--- config.mk ---
export PLATFORM = sky130hd
export DESIGN_NAME = uart_tx
export DESIGN_NICKNAME = d
export VERILOG_FILES = /design/src/rtl/uart_pkg.sv /design/src/rtl/uart_baud_gen.sv /design/src/rtl/uart_tx.sv
export SDC_FILE = /design/constraint.sdc
export NUM_CORES = 1
export LEC_CHECK = 0
export ABC_AREA = 1
export BUFFER_PORTS_ARGS = -buffer_cell sky130_fd_sc_hd__buf_2
export CAP_MARGIN = 20
export CELL_PAD_IN_SITES_DETAIL_PLACEMENT = 1
export CELL_PAD_IN_SITES_GLOBAL_PLACEMENT = 1
export CORE_UTILIZATION = 39
export CTS_CLUSTER_SIZE = 16
export DETAILED_ROUTE_END_ITERATION = 7
export PLACE_DENSITY_LB_ADDON = 0.3
export SYNTH_ARGS = -nofsm -noshare
export SYNTH_HDL_FRONTEND = slang
export SYNTH_SLANG_ARGS = --single-unit
--- constraint.sdc ---
create_clock -name clk -period 1.7 [get_ports clk]
set_input_delay 0.34 -clock clk [delete_from_list [all_inputs] [get_ports clk]]
set_output_delay 0.34 -clock clk [all_outputs]
set_load 0.02 [all_outputs]
--- src/rtl/uart_pkg.sv ---
// uart_pkg: shared types and frame constants for the UART transmitter.
//   uart_state_e  - transmitter FSM states (IDLE, START, DATA, STOP)
//   DATA_BITS     - data bits per frame (8, sent LSB first)
//   STOP_BITS     - stop bits per frame (1)
//   LAST_BIT_IDX  - value of the 3-bit data index on the final data bit
package uart_pkg;

  typedef enum logic [1:0] {
    IDLE  = 2'd0,
    START = 2'd1,
    DATA  = 2'd2,
    STOP  = 2'd3
  } uart_state_e;

  localparam int DATA_BITS = 8;
  localparam int STOP_BITS = 1;

  localparam logic [2:0] LAST_BIT_IDX = 3'(DATA_BITS - 1);

endpackage

--- src/rtl/uart_baud_gen.sv ---
// uart_baud_gen: bit-period timer for the UART transmitter.
// Counts 0..CLKS_PER_BIT-1 and wraps to 0; bit_done is high for the single
// cycle in which the count sits at CLKS_PER_BIT-1.
// Ports:
//   clk       in  clock, all state updates on posedge
//   rst       in  asynchronous active-high reset
//   clear     in  hold the counter at 0 (used while the transmitter is idle)
//   bit_done  out one-cycle pulse on the last cycle of each bit period
module uart_baud_gen #(
  parameter int CLKS_PER_BIT = 434
) (
  input  logic clk,
  input  logic rst,
  input  logic clear,
  output logic bit_done
);

  localparam int CNT_W = (CLKS_PER_BIT > 1) ? $clog2(CLKS_PER_BIT) : 1;
  localparam logic [CNT_W-1:0] CNT_LAST = CNT_W'(CLKS_PER_BIT - 1);

  // A bit period shorter than two cycles cannot be timed by this counter.
  if (CLKS_PER_BIT < 2) begin : g_bad_clks_per_bit
    $error("uart_baud_gen: CLKS_PER_BIT must be >= 2");
  end

  logic [CNT_W-1:0] cnt_r;

  assign bit_done = (cnt_r == CNT_LAST);

  // Baud counter: cleared while idle, wraps at the terminal count, never beyond.
  always_ff @(posedge clk or posedge rst) begin
    if (rst) begin
      cnt_r <= {CNT_W{1'b0}};
    end else if (clear || bit_done) begin
      cnt_r <= {CNT_W{1'b0}};
    end else begin
      cnt_r <= cnt_r + CNT_W'(1);
    end
  end

endmodule

--- src/rtl/uart_tx.sv ---
// uart_tx: 8N1 UART transmitter (1 start, 8 data LSB first, 1 stop).
// Accepts one byte per valid/ready handshake and serialises it on txd.
// Parameters:
//   clk_hz     input clock frequency in Hz
//   baud_rate  serial bit rate; CLKS_PER_BIT = clk_hz / baud_rate (truncated)
// Ports:
//   clk       in   clock
//   rst       in   asynchronous active-high reset
//   tx_valid  in   producer has a byte on tx_data
//   tx_data   in   byte to send, sampled only on accept
//   tx_ready  out  idle and able to accept a byte this cycle (registered)
//   txd       out  serial line, idle high (registered)
module uart_tx #(
  parameter int clk_hz    = 50_000_000,
  parameter int baud_rate = 115_200
) (
  input  logic       clk,
  input  logic       rst,
  input  logic       tx_valid,
  input  logic [7:0] tx_data,
  output logic       tx_ready,
  output logic       txd
);

  import uart_pkg::*;

  localparam int CLKS_PER_BIT = clk_hz / baud_rate;

  // The serialiser below emits exactly one stop bit period.
  if (STOP_BITS != 1) begin : g_bad_stop_bits
    $error("uart_tx: only one stop bit is supported");
  end

  uart_state_e state_r;
  uart_state_e state_next_s;
  logic [7:0]  shift_r;
  logic [7:0]  shift_next_s;
  logic [2:0]  bit_idx_r;
  logic [2:0]  bit_idx_next_s;
  logic        txd_r;
  logic        txd_next_s;
  logic        tx_ready_r;
  logic        tx_ready_next_s;
  logic        accept_s;
  logic        baud_clear_s;
  logic        bit_done_s;

  assign accept_s     = tx_valid && tx_ready_r;
  assign baud_clear_s = (state_r == IDLE);
  assign tx_ready     = tx_ready_r;
  assign txd          = txd_r;

  uart_baud_gen #(
    .CLKS_PER_BIT (CLKS_PER_BIT)
  ) u_baud_gen (
    .clk      (clk),
    .rst      (rst),
    .clear    (baud_clear_s),
    .bit_done (bit_done_s)
  );

  // State register plus registered outputs; reset drives the line high at once.
  always_ff @(posedge clk or posedge rst) begin
    if (rst) begin
      state_r    <= IDLE;
      shift_r    <= 8'h00;
      bit_idx_r  <= 3'd0;
      txd_r      <= 1'b1;
      tx_ready_r <= 1'b1;
    end else begin
      state_r    <= state_next_s;
      shift_r    <= shift_next_s;
      bit_idx_r  <= bit_idx_next_s;
      txd_r      <= txd_next_s;
      tx_ready_r <= tx_ready_next_s;
    end
  end

  // Next-state logic: frame sequencing and the data shift register.
  always_comb begin
    state_next_s   = state_r;
    shift_next_s   = shift_r;
    bit_idx_next_s = bit_idx_r;
    case (state_r)
      IDLE: begin
        if (accept_s) begin
          state_next_s   = START;
          shift_next_s   = tx_data;
          bit_idx_next_s = 3'd0;
        end else begin
          state_next_s   = IDLE;
        end
      end
      START: begin
        if (bit_done_s) begin
          state_next_s   = DATA;
          bit_idx_next_s = 3'd0;
        end else begin
          state_next_s   = START;
        end
      end
      DATA: begin
        if (bit_done_s) begin
          shift_next_s = {1'b0, shift_r[7:1]};
          if (bit_idx_r == LAST_BIT_IDX) begin
            state_next_s   = STOP;
            bit_idx_next_s = 3'd0;
          end else begin
            state_next_s   = DATA;
            bit_idx_next_s = bit_idx_r + 3'd1;
          end
        end else begin
          state_next_s = DATA;
        end
      end
      STOP: begin
        if (bit_done_s) begin
          state_next_s = IDLE;
        end else begin
          state_next_s = STOP;
        end
      end
      default: begin
        state_next_s   = IDLE;
        shift_next_s   = 8'h00;
        bit_idx_next_s = 3'd0;
      end
    endcase
  end

  // Output decode from the upcoming state, so the registered txd/tx_ready
  // change in the same cycle the state does (START low right after accept).
  always_comb begin
    txd_next_s      = 1'b1;
    tx_ready_next_s = 1'b0;
    case (state_next_s)
      IDLE: begin
        txd_next_s      = 1'b1;
        tx_ready_next_s = 1'b1;
      end
      START: begin
        txd_next_s      = 1'b0;
      end
      DATA: begin
        txd_next_s      = shift_next_s[0];
      end
      STOP: begin
        txd_next_s      = 1'b1;
      end
      default: begin
        txd_next_s      = 1'b1;
        tx_ready_next_s = 1'b0;
      end
    endcase
  end

endmodule

==> results of run 1 <==
-- final cells by class --
type                       instances  area (µm²)  area share (%)
multi-input combinational         90         604            39.6
inverter                          22        87.6            5.74
timing repair buffer              22         139            9.11
sequential                        24         603            39.5
tap                               44        55.1            3.61
clock buffer                       4        36.3            2.38
-- cell families (layout without fill, tap and decap cells) --
logic type / count (synthesis) / in the layout / share of synthesized area, %
DFF: 24 / 24 / 48.2
buffers and inverters: 22 / 48 / 6.80
xor gates and xnor gates: 1 / 1 / 0.700
adders and majority gates: 7 / 7 / 7.00
and+or+nand+nor: 70 / 70 / 30.1
AOI/OAI and AO/OA: 12 / 12 / 7.20
-- registers in the layout, summed over array words and instances, names as in the netlist --
signal            count
bit_idx_r             3
shift_r               8
tx_ready              1
txd                   1
state_r               2
u_baud_gen.cnt_r      9
-- power groups by stage --
stage | registers, µW | clock network (µW) | logic [µW]
4_1_cts | 571 | 310 | 26.0
3_3_place_gp | 582 | 0 | 25.5
3_5_place_dp | 582 | 0 | 26.0
5_1_grt | 571 | 326 | 28.7
6_report | 571 | 302 | 24.4
2_1_floorplan | 582 | 0 | 8.46
-- metrics by stage --
step / hold WS, ns / setup WS [ns] / std cells / utilization [%]
5_1_grt: 0.0568 / -0.0761 / 206 / 50.0
6_report: 0.0382 / 0.0462 / 206 / 50.0
3_3_place_gp: 0.404 / 0.114 / 199 / 46.5
3_5_place_dp: 0.405 / -0.0273 / 199 / 46.5
4_1_cts: 0.0448 / 0.0122 / 205 / 48.4
2_1_floorplan: 0.353 / 0.0922 / 136 / -
-- final timing paths --
kind	from	to	slack [ns]	cells after the start
min reg2reg	shift_r[0]	shift_r[0]	0.54	2
max in group asynchronous	rst	txd	1.36	3
max	u_baud_gen.cnt_r[1]	txd	0.05	10
min	rst	bit_idx_r[0]	0.04	3
max reg2reg	u_baud_gen.cnt_r[1]	txd	0.05	10
min in group clk	tx_data[1]	shift_r[1]	0.24	3
-- critical path, stage by stage (launching register included) --
cell and delay [ns]:
dfrtp_1 0.40, inv_1 0.06, ha_2 0.16, nand2_2 0.06, nor2_4 0.14, nand2_2 0.10, a21oi_2 0.16, nand2_2 0.10
inv_4 0.10, ha_4 0.20, a21oi_2 0.12
-- synth_stat cells (2+ instances only) --
cell      count
nand2_2       6
nor2_1       11
nand3_4       2
dfstp_2       2
nor3_1        3
ha_1          7
dfrtp_1      22
nor2_4        4
nor2_2        2
nand4_1       2
a21oi_1       3
o221ai_1      6
nand3_1       7
nand2_1      30
inv_1        20
-- per-layer routing --
| layer | part of all wire, % | vias to the layer above | GRT usage, % |
|---|---|---|---|
| met5 | 0 | - | 0 |
| met4 | 0.76 | 0 | 6.12 |
| met3 | 1.7 | 2 | 1.98 |
| met2 | 52 | 6 | 27.9 |
| met1 | 45 | 458 | 21.1 |
| li1 | - | 489 | - |
-- timing repair --
item	in CTS	in global routing
resized for setup	2	10
setup buffers	2	1
setup endpoints to repair	1	1
pin swaps	2	6
-- layout by cell type, fill, tap and decap left out, types with 2 or more instances in the layout --
master | netlist | layout
a21oi_2 | 1 | 2
nor2_1 | 11 | 11
o221ai_1 | 6 | 6
buf_4 | 0 | 9
buf_2 | 0 | 12
nand3_4 | 2 | 2
nor2_2 | 2 | 2
nand2_1 | 30 | 27
nand4_1 | 2 | 2
nor2_4 | 4 | 4
inv_4 | 1 | 2
ha_2 | 0 | 2
nand3_1 | 7 | 7
ha_1 | 7 | 3
a21oi_1 | 3 | 2
ha_4 | 0 | 2
dfstp_2 | 2 | 2
dfrtp_1 | 22 | 22
nand2_2 | 6 | 9
clkbuf_4 | 0 | 3
nor3_1 | 3 | 3
inv_1 | 20 | 19
==> impl_results.md, run 1 <==
* Grt ovf at 0
* Die ar. at roughly 3400 µm²
* Internal at 712 µW
* Final Cell Area at 1530 µm²
* IO Port Bufs at 12
* Share of cells above drive strength 1 at 35.2%
* H-Tree Depth at 1
* Syn_area_per_cell at 9.20 µm²
* I/O pin count at 13
* First-pass GRT wire length at 4190 µm
* Setup repair after global routing missed its margin: yes
* NetSw at ~190 µW
* Seq pwr share at 63.6%
* CTS tree: done
* Main area contributors after synthesis: dfrtp_1 (44%), nand2_1 (9.0%), ha_1 (7.0%)
* Clock Tree Buf Depth at 2
* Worst EP arrival at 1.90 ns
* Synth-to-Final Area Change at 21.9%
* Sequential element share of the synthesized area at 48.2%
* Slew at the pin with the worst max-slew slack at 0.447 ns
* Fin. max-slew vios at 0
* GRT Overall Usage at about 16%
* Post-DP HPWL at 1840 µm
* Pin count of the biggest net entering global routing at 25
* Post-Route WL at 2500 µm
* DP Area at 1420 µm²
* Via count at 955
* Die X at 58.6 µm
* Clock transition at the registers of the reported paths at roughly 0.14 ns
* Clk sinks at 24
* Die H at 58.6 µm
* Final worst-path cycle share at 97.3%
* N_diodes at 0
* Warnings from Yosys at 0
* Synthesis-stage register bit count at 24
* Std-Cell Rows at 20
* Synth top area share at 44.0%
* Yosys cell types at 24
* DRC Markers at 0
* Status: completed
* Peak supply drop at 0.343 mV
* Final net count at 181
* Routed Antenna Nets at 0
* Clock buffer count from CTS at 3
* Sw Share at 20.7%
* Vias in the first global route at around 990
* DR pass1 iterations at 2
* Main flop type after synthesis: dfrtp_1
* DRT iter0 DRCs at 20
* Final setup violation count at 0
* Routed WL per cell at 12.1 µm
* Worst skew pair latency at 0.31 ns
* Number of enable flip-flop cells after synthesis at 0
* Hold buffer count at CTS at 0
* Final min period at 1.65 ns
* Syn nets at 154
* GP Congestion at 0.774
* Initial antenna violation count at 0
* Crit start category: register
* Largest fanout on the critical path at 4
* Via density at 4.64
* Worst Skew at 0.0136 ns
* Slew headroom at 70.2%
* Combinational Power Share at 2.7%
* Final hold violations at 0
* Final Total Pwr at 898 µW
* Crit end category: register
* Core ar. at 3050 µm²
* Final TNS setup at 0 ns
* Fmax at approximately 600 MHz
* CP required at 1.95 ns
* Initial Utilization at approximately 41%
* Worst hold path class: in2async
* Pwr Density at about 590 nW/µm²
* Post-Syn Area at 1250 µm²
* Clock root buffer: clkbuf_4
* Filler instances at 380
* Area leader, netlist: dfrtp_1
* Asr flop ratio synth at 100%
* Clk network pwr share at 33.6%
* Syn Inst Count at 136
* Max-cap violations at 0
* Cell leakage power at 0.000748 µW
* Crit Path Class: reg2reg
(Power assumes the default switching activity.)
==> run 2, diff against run 1 <==
ABC_AREA = default   (was 1)
CORE_UTILIZATION = 41   (was 39)
==> impl_results.md, run 2 <==
* Final setup violation count at 9 (+9)
* Share of cells above drive strength 1 at 40.3% (+5.1 points)
* Via density at 5.81 (+25%)
* Routed Antenna Nets at 0 (unchanged)
* Post-Route WL at 3240 µm (+29%)
* I/O pin count at 13 (unchanged)
* Clock root buffer: clkbuf_4
* Grt ovf at 0 (unchanged)
* GRT Overall Usage at 21.4% (+5.1 points)
* CP required at 1.97 ns (+0.02 ns)
* Die X at 57.8 µm (-1.5%)
* Fin. max-slew vios at 0 (unchanged)
* Dpl cells at 173 (-13%)
* DRC Markers at 1 (+1)
* Final worst-path cycle share at 123% (+25 points)
* Clock Tree Buf Depth at 2 (unchanged)
* Count leader, synth: dfrtp_1
* DR pass1 iterations at 6 (+4)
* DP Area at 1490 µm² (+5.3%)
* Synthesis-stage register bit count at 24 (unchanged)
* Clock buffer count from CTS at 3 (unchanged)
* Post-synth top cells: dfrtp_1 (22), a221o_1 (7), and2_1 (7), ha_1 (7), inv_1 (7)
* Synth-to-Final Area Change at 28.1%
* PnR worst setup slack at -0.387 ns (-0.433 ns)
* Peak supply drop at 0.520 mV (+52%)
* Crit start category: register
* Syn nets at 133 (-14%)
* Worst Skew at 0.00725 ns (-0.00634 ns)
* Cell leakage power at 0.000770 µW (+2.9%)
* GP Congestion at 0.750 (-3.1%)
* Max FFs per register at 9 (unchanged)
* Buf/Inv on CP at 2 (unchanged)
* Worst setup startpoint: u_baud_gen.cnt_r[1]
* Number of enable flip-flop cells after synthesis at 0 (unchanged)
* Final TNS setup at -0.851 ns (-0.851 ns)
* Final cell count without fillers at 180 (-13%)
* Largest Register: u_baud_gen.cnt_r
* Final hold violations at 0 (unchanged)
* Final net count at 168 (-7.2%)
* Fmax at 479 MHz (-21%)
* Area leader, netlist: dfrtp_1
* Slew headroom at 73.7% (+3.5 points)
* Syn Inst Count at 115 (-15%)
* Crit Path Class: reg2reg
* Status: finished, violations left
* CP peak stage delay at 0.39 ns (about the same)
* R2R Setup Slk at -0.39 ns (-0.43 ns)
* Most frequent cells in the layout: dfrtp_1 (22), buf_4 (21), buf_2 (12)
* Pin count of the biggest net entering global routing at 25 (unchanged)
* First-pass GRT wire length at 5350 µm (+28%)
* Core ar. at 2850 µm² (-6.6%)
* Sequential element share of the synthesized area at 47.3% (-0.90 points)
* FF-to-FF path depth at 9 (-1)
* Post-DP HPWL at 2270 µm (+23%)
* Most common cell after layout, fill and taps aside: dfrtp_1
* CTS tree: done
* Pwr Density at 1030 nW/µm² (+75%)
* FF-to-FF End: txd
* Setup repair after global routing missed its margin: yes
* DRT iter0 DRCs at 42 (+110%)
* Main flop type after synthesis: dfrtp_1
* Syn_area_per_cell at 11.1 µm² (+21%)
* Clk sinks at 24 (unchanged)
* Die H at 57.8 µm (-1.5%)
* Critical-path cell list: inv_1 -> ha_2 -> and4b_2 -> and3_4 -> a221oi_4 -> ha_1 -> inv_1 -> a21oi_2 -> o41a_1
* Synth top area share at 43.2% (-0.82 points)
* Post-Syn Area at 1270 µm² (+1.9%)
* Clock transition at the registers of the reported paths at 0.14 ns (about the same)
* Initial antenna violation count at 0 (unchanged)
* Std-Cell Rows at 19 (-5.0%)
* Asr flop ratio synth at 100% (unchanged)
* Largest fanout on the critical path at 5 (+1)
* Yosys cell types at 38 (+58%)
* Slew at the pin with the worst max-slew slack at 0.394 ns (-0.0528 ns)
* Main area contributors after synthesis: dfrtp_1 (43%), ha_1 (6.9%), a221o_1 (5.5%)
* Worst EP arrival at 2.36 ns (+0.46 ns)
* Hold buffer count at CTS at 0 (unchanged)
* IO Port Bufs at 12 (unchanged)
* Die ar. at 3340 µm² (-3.0%)
* Warnings from Yosys at 0 (unchanged)
* Regs by FF count: u_baud_gen.cnt_r x9, shift_r x8, bit_idx_r x3
* Worst skew pair latency at 0.33 ns (+0.02 ns)
* R2r startpoint: u_baud_gen.cnt_r[1]
* Routed WL per cell at 18.0 µm (+48%)
* Worst hold path class: in2async
* Via count at 1,045 (+9.4%)
* Vias in the first global route at 1,129 (+14%)
* CP max stage cell: dfrtp_1
* Crit end category: register
* Failing checks: DRC, setup timing
* Max-cap violations at 0 (unchanged)
* H-Tree Depth at 1 (unchanged)
* CP top delay family: compound AO/OA/AOI/OAI gates
* Final Cell Area at 1630 µm² (+7.1%)
* Initial Utilization at 44.7% (+3.7 points)
* Dpl ws at -0.323 ns (-0.296 ns)
* Most frequent CP cell: inv_1
* Final min period at 2.09 ns (+0.433 ns)
* N_diodes at 0 (unchanged)
==> run 2: cell count changes after synthesis, sizes merged, moves of 4 or more <==
cell	before	now
inv	22	7
nand2	36	4
buf	0	4
and2	0	7
a221o	0	9
o221ai	6	0
o21ai	2	6
nor2	17	6
nand3	10	4
or3	0	5
==> run 2: timing repair <==
action | in CTS | in global routing
endpoints found under the setup margin | 10 | 14
pin swaps | 4 | 5
gates resized for setup | 5 | 9
hold endpoints to repair | 0 | 0
setup buffers | 1 | 2
==> run 2: how the worst max path moves through the flow <==
| stage | to | slack (ns) | cells after the start |
|---|---|---|---|
| 2_1_floorplan | txd | -0.33 | 10 |
| 3_3_place_gp | txd | -0.20 | 8 |
| 3_5_place_dp | txd | -0.32 | 8 |
| 4_1_cts | txd | -0.29 | 8 |
| 5_1_grt | txd | -0.49 | 9 |
| 6_report | txd | -0.39 | 9 |
==> run 2: metal layers <==
metal | wire length (µm) | global-route usage [%] | up-vias
li1 | - | - | 492
met1 | 1380 | 25.9 | 525
met2 | 1710 | 38.0 | 21
met3 | 57 | 2.23 | 7
met4 | 87 | 10.2 | 0
met5 | 0 | 0 | -
==> run 2: tightest hold or removal path, cell delays in order <==
cell and delay (ns):
buf_2 0.09, inv_1 0.04, buf_4 0.29
==> run 2: through the flow <==
step                      hold slack [ns]  utilization, %  power (µW)
after floorplan                     0.353               -        1100
after global placement              0.397            52.4        1270
after detailed placement            0.404            52.4        1320
after CTS                          0.0313            54.8        1670
after global routing               0.0508            57.2        1780
final                              0.0176            57.2        1680
==> run 2: area by class of cell <==
cell class / instances / area, µm²
multi-input cells: 79 / 688
flip-flops and latches: 24 / 603
repair buffers: 35 / 240
fillers: 322 / 1220
clock buffers: 4 / 36.3
well taps: 31 / 38.8
inverters: 7 / 26.3
==> run 2: cells by family after synthesis <==
logic type | count (synthesis) | share of synthesized area, %
flip-flops | 24 | 47.3
buffers and inverters | 12 | 5.10
adder cells (fa/ha/maj) | 7 | 6.87
AO/OA/AOI/OAI | 27 | 16.2
AND/OR/NAND/NOR | 40 | 21.1
XOR/XNOR | 5 | 3.44
==> run 2: where the power goes <==
part	switching [µW]	internal (µW)	leakage, µW	total, µW
Combinational	284	291	0.000437	575
Clock	185	131	0.0000210	317
Sequential	81.2	710	0.000311	791
==> run 3, diff against run 2 <==
BUFFER_PORTS_ARGS = default   (was -buffer_cell sky130_fd_sc_hd__buf_2)
CORE_UTILIZATION = 52   (was 41)
DONT_BUFFER_PORTS = 1   (was default)
GPL_ROUTABILITY_DRIVEN = 0   (was default)
clock period = 2.5 ns   (was 1.7 ns; I/O delays follow)
==> impl_results.md, run 3 (synthesis gave the netlist of run 2 again) <==
* Die H at 51.5 µm (-11%)
* Max FFs per register at 9 (unchanged)
* Slew at the pin with the worst max-slew slack at 0.905 ns (+0.511 ns)
* Final TNS setup at 0 ns (+0.851 ns)
* Vias in the first global route at 1,018 (-9.8%)
* Share of cells above drive strength 1 at 13.8% (-26 points)
* Final hold violations at 0 (unchanged)
* Worst hold path class: in2async
* Metal2 WL at 1460 µm (-15%)
* Crit end category: register
* Initial Utilization at 56.5% (+12 points)
* Clock transition at the registers of the reported paths at 0.13 ns (about the same)
* IO Port Bufs at 0 (-12)
* CTS tree: done
* Pin count of the biggest net entering global routing at 25 (unchanged)
* NetSw at 329 µW (-40%)
* Status: completed
* DR pass1 iterations at 4 (-2)
* Wl on met1 at 1240 µm (-11%)
* Worst EP arrival at 2.56 ns (+0.20 ns)
* Die X at 51.5 µm (-11%)
* Std-Cell Rows at 17 (-2)
* Post-Route WL at 2830 µm (-13%)
* Final cell count without fillers at 144 (-20%)
* Via density at 6.54 (+13%)
* Crit Path Class: reg2reg
* Highest routed layer: met4
* Hold buffer count at CTS at 0 (unchanged)
* Clk network pwr share at 18.0% (-0.8 points)
* Cell leakage power at 0.000579 µW (-25%)
* Final setup violation count at 0 (-9)
* FF-to-FF path depth at 8 (-1)
* Peak supply drop at 0.476 mV (-8.4%)
* Synth-to-Final Area Change at 3.43%
* Clock buffer count from CTS at 3 (unchanged)
* Worst Skew at 0.00506 ns (-0.00219 ns)
* Routed WL per cell at 19.7 µm (+9.3%)
* Routed Antenna Nets at 0 (unchanged)
* Most common cell after layout, fill and taps aside: dfrtp_1
* DRC Markers at 0 (-1)
* Met3 Routed Length at 98 µm (+72%)
* Core ar. at 2250 µm² (-21%)
* CP required at 2.75 ns (+0.78 ns)
* Grt ovf at 0 (unchanged)
* Regs by FF count: u_baud_gen.cnt_r x9, shift_r x8, bit_idx_r x3
* R2R Setup Slk at 0.19 ns (+0.58 ns)
* Internal at 665 µW (-41%)
* Fmax at 433 MHz (-9.5%)
* Largest fanout on the critical path at 11 (+6)
* Final min period at 2.31 ns (+0.220 ns)
* Clock root buffer: clkbuf_4
* First-pass GRT wire length at 4580 µm (-14%)
* Final worst-path cycle share at 92.3% (-30 points)
* DRT iter0 DRCs at 17 (-60%)
* Crit start category: register
* H-Tree Depth at 1 (unchanged)
* Dpl cells at 140 (-19%)
* Setup repair after global routing missed its margin: no
* Clk sinks at 24 (unchanged)
* FF-to-FF End: txd
* I/O pin count at 13 (unchanged)
* Post-DP HPWL at 1980 µm (-13%)
* Sw Share at 33.1% (+0.35 points)
* Max-cap violations at 0 (unchanged)
* Via count at 942 (-9.9%)
* Die ar. at 2650 µm² (-20%)
* Final net count at 135 (-20%)
* Largest Register: u_baud_gen.cnt_r
* Seq pwr share at 57.9% (+11 points)
* N_diodes at 0 (unchanged)
* Initial antenna violation count at 0 (unchanged)
* Clock Tree Buf Depth at 2 (unchanged)
* R2r startpoint: u_baud_gen.cnt_r[1]
* GRT Overall Usage at 24.0% (+2.6 points)
* Pwr Density at 754 nW/µm² (-27%)
* Fin. max-slew vios at 0 (unchanged)
* Combinational Power Share at 24.2% (-10 points)
* Worst skew pair latency at 0.32 ns (about the same)
* Most frequent cells in the layout: dfrtp_1 (22), a221o_1 (7), inv_1 (7), and2_1 (7), ha_1 (7)
* Slew headroom at 39.6% (-34 points)
==> run 3: cell types whose count changed in the layout (fill, tap and decap cells not counted), sizes merged <==
cell / before / now
buf: 35 / 2
==> run 3: critical path: stages, from the launching register on <==
cell and delay, ns:
dfrtp_1 0.43, inv_1 0.07, ha_1 0.16, and4b_1 0.38, and3_4 0.34, a221oi_2 0.09, ha_1 0.32, inv_1 0.04
o41a_1 0.41
==> run 3: worst max-delay path by stage <==
| stage | end | start | slack, ns |
|---|---|---|---|
| CTS | txd | u_baud_gen.cnt_r[0] | 0.1 |
| finish | txd | u_baud_gen.cnt_r[1] | 0.19 |
| floorplan | txd | u_baud_gen.cnt_r[0] | 0.26 |
| global placement | txd | u_baud_gen.cnt_r[0] | 0.31 |
| detailed placement | txd | u_baud_gen.cnt_r[0] | 0.16 |
| global route | txd | u_baud_gen.cnt_r[1] | 0.10 |
==> run 3: per-stage QoR <==
step | util, % | power, µW | instance area (µm²) | hold WS, ns | setup WS, ns
2_1_floorplan | - | 742 | 1270 | 0.471 | 0.264
3_3_place_gp | 57.0 | 797 | 1290 | 0.491 | 0.312
3_5_place_dp | 57.0 | 814 | 1290 | 0.497 | 0.160
4_1_cts | 58.2 | 997 | 1310 | 0.274 | 0.0975
5_1_grt | 58.5 | 1060 | 1320 | 0.293 | 0.103
6_report | 58.5 | 994 | 1320 | 0.246 | 0.193
==> run 3: timing repair <==
action / CTS / global route
gates resized for setup: 0 / 1
buffers inserted: 0 / 0
endpoints found under the setup margin: 0 / 1
==> run 3: layout make-up <==
cell class	instances	area (µm²)
Fill cell	248	936
Multi-Input combinational cell	79	613
Sequential cell	24	603
Tap cell	28	35.0
Clock buffer	4	26.3
Inverter	7	26.3
Timing Repair Buffer	2	15.0
==> run 3: power groups by stage <==
stage	Clock [µW]	Combinational (µW)	Sequential (µW)
floorplan	0	188	554
global placement	0	224	573
detailed placement	0	233	581
CTS	183	240	574
global route	194	275	587
finish	179	240	575
==> run 3: routing by layer <==
layer / global-route usage (%) / up-vias
met5: 0 / -
met4: 10.4 / 0
met3: 7.02 / 6
met2: 42.6 / 17
met1: 26.3 / 486
li1: - / 433
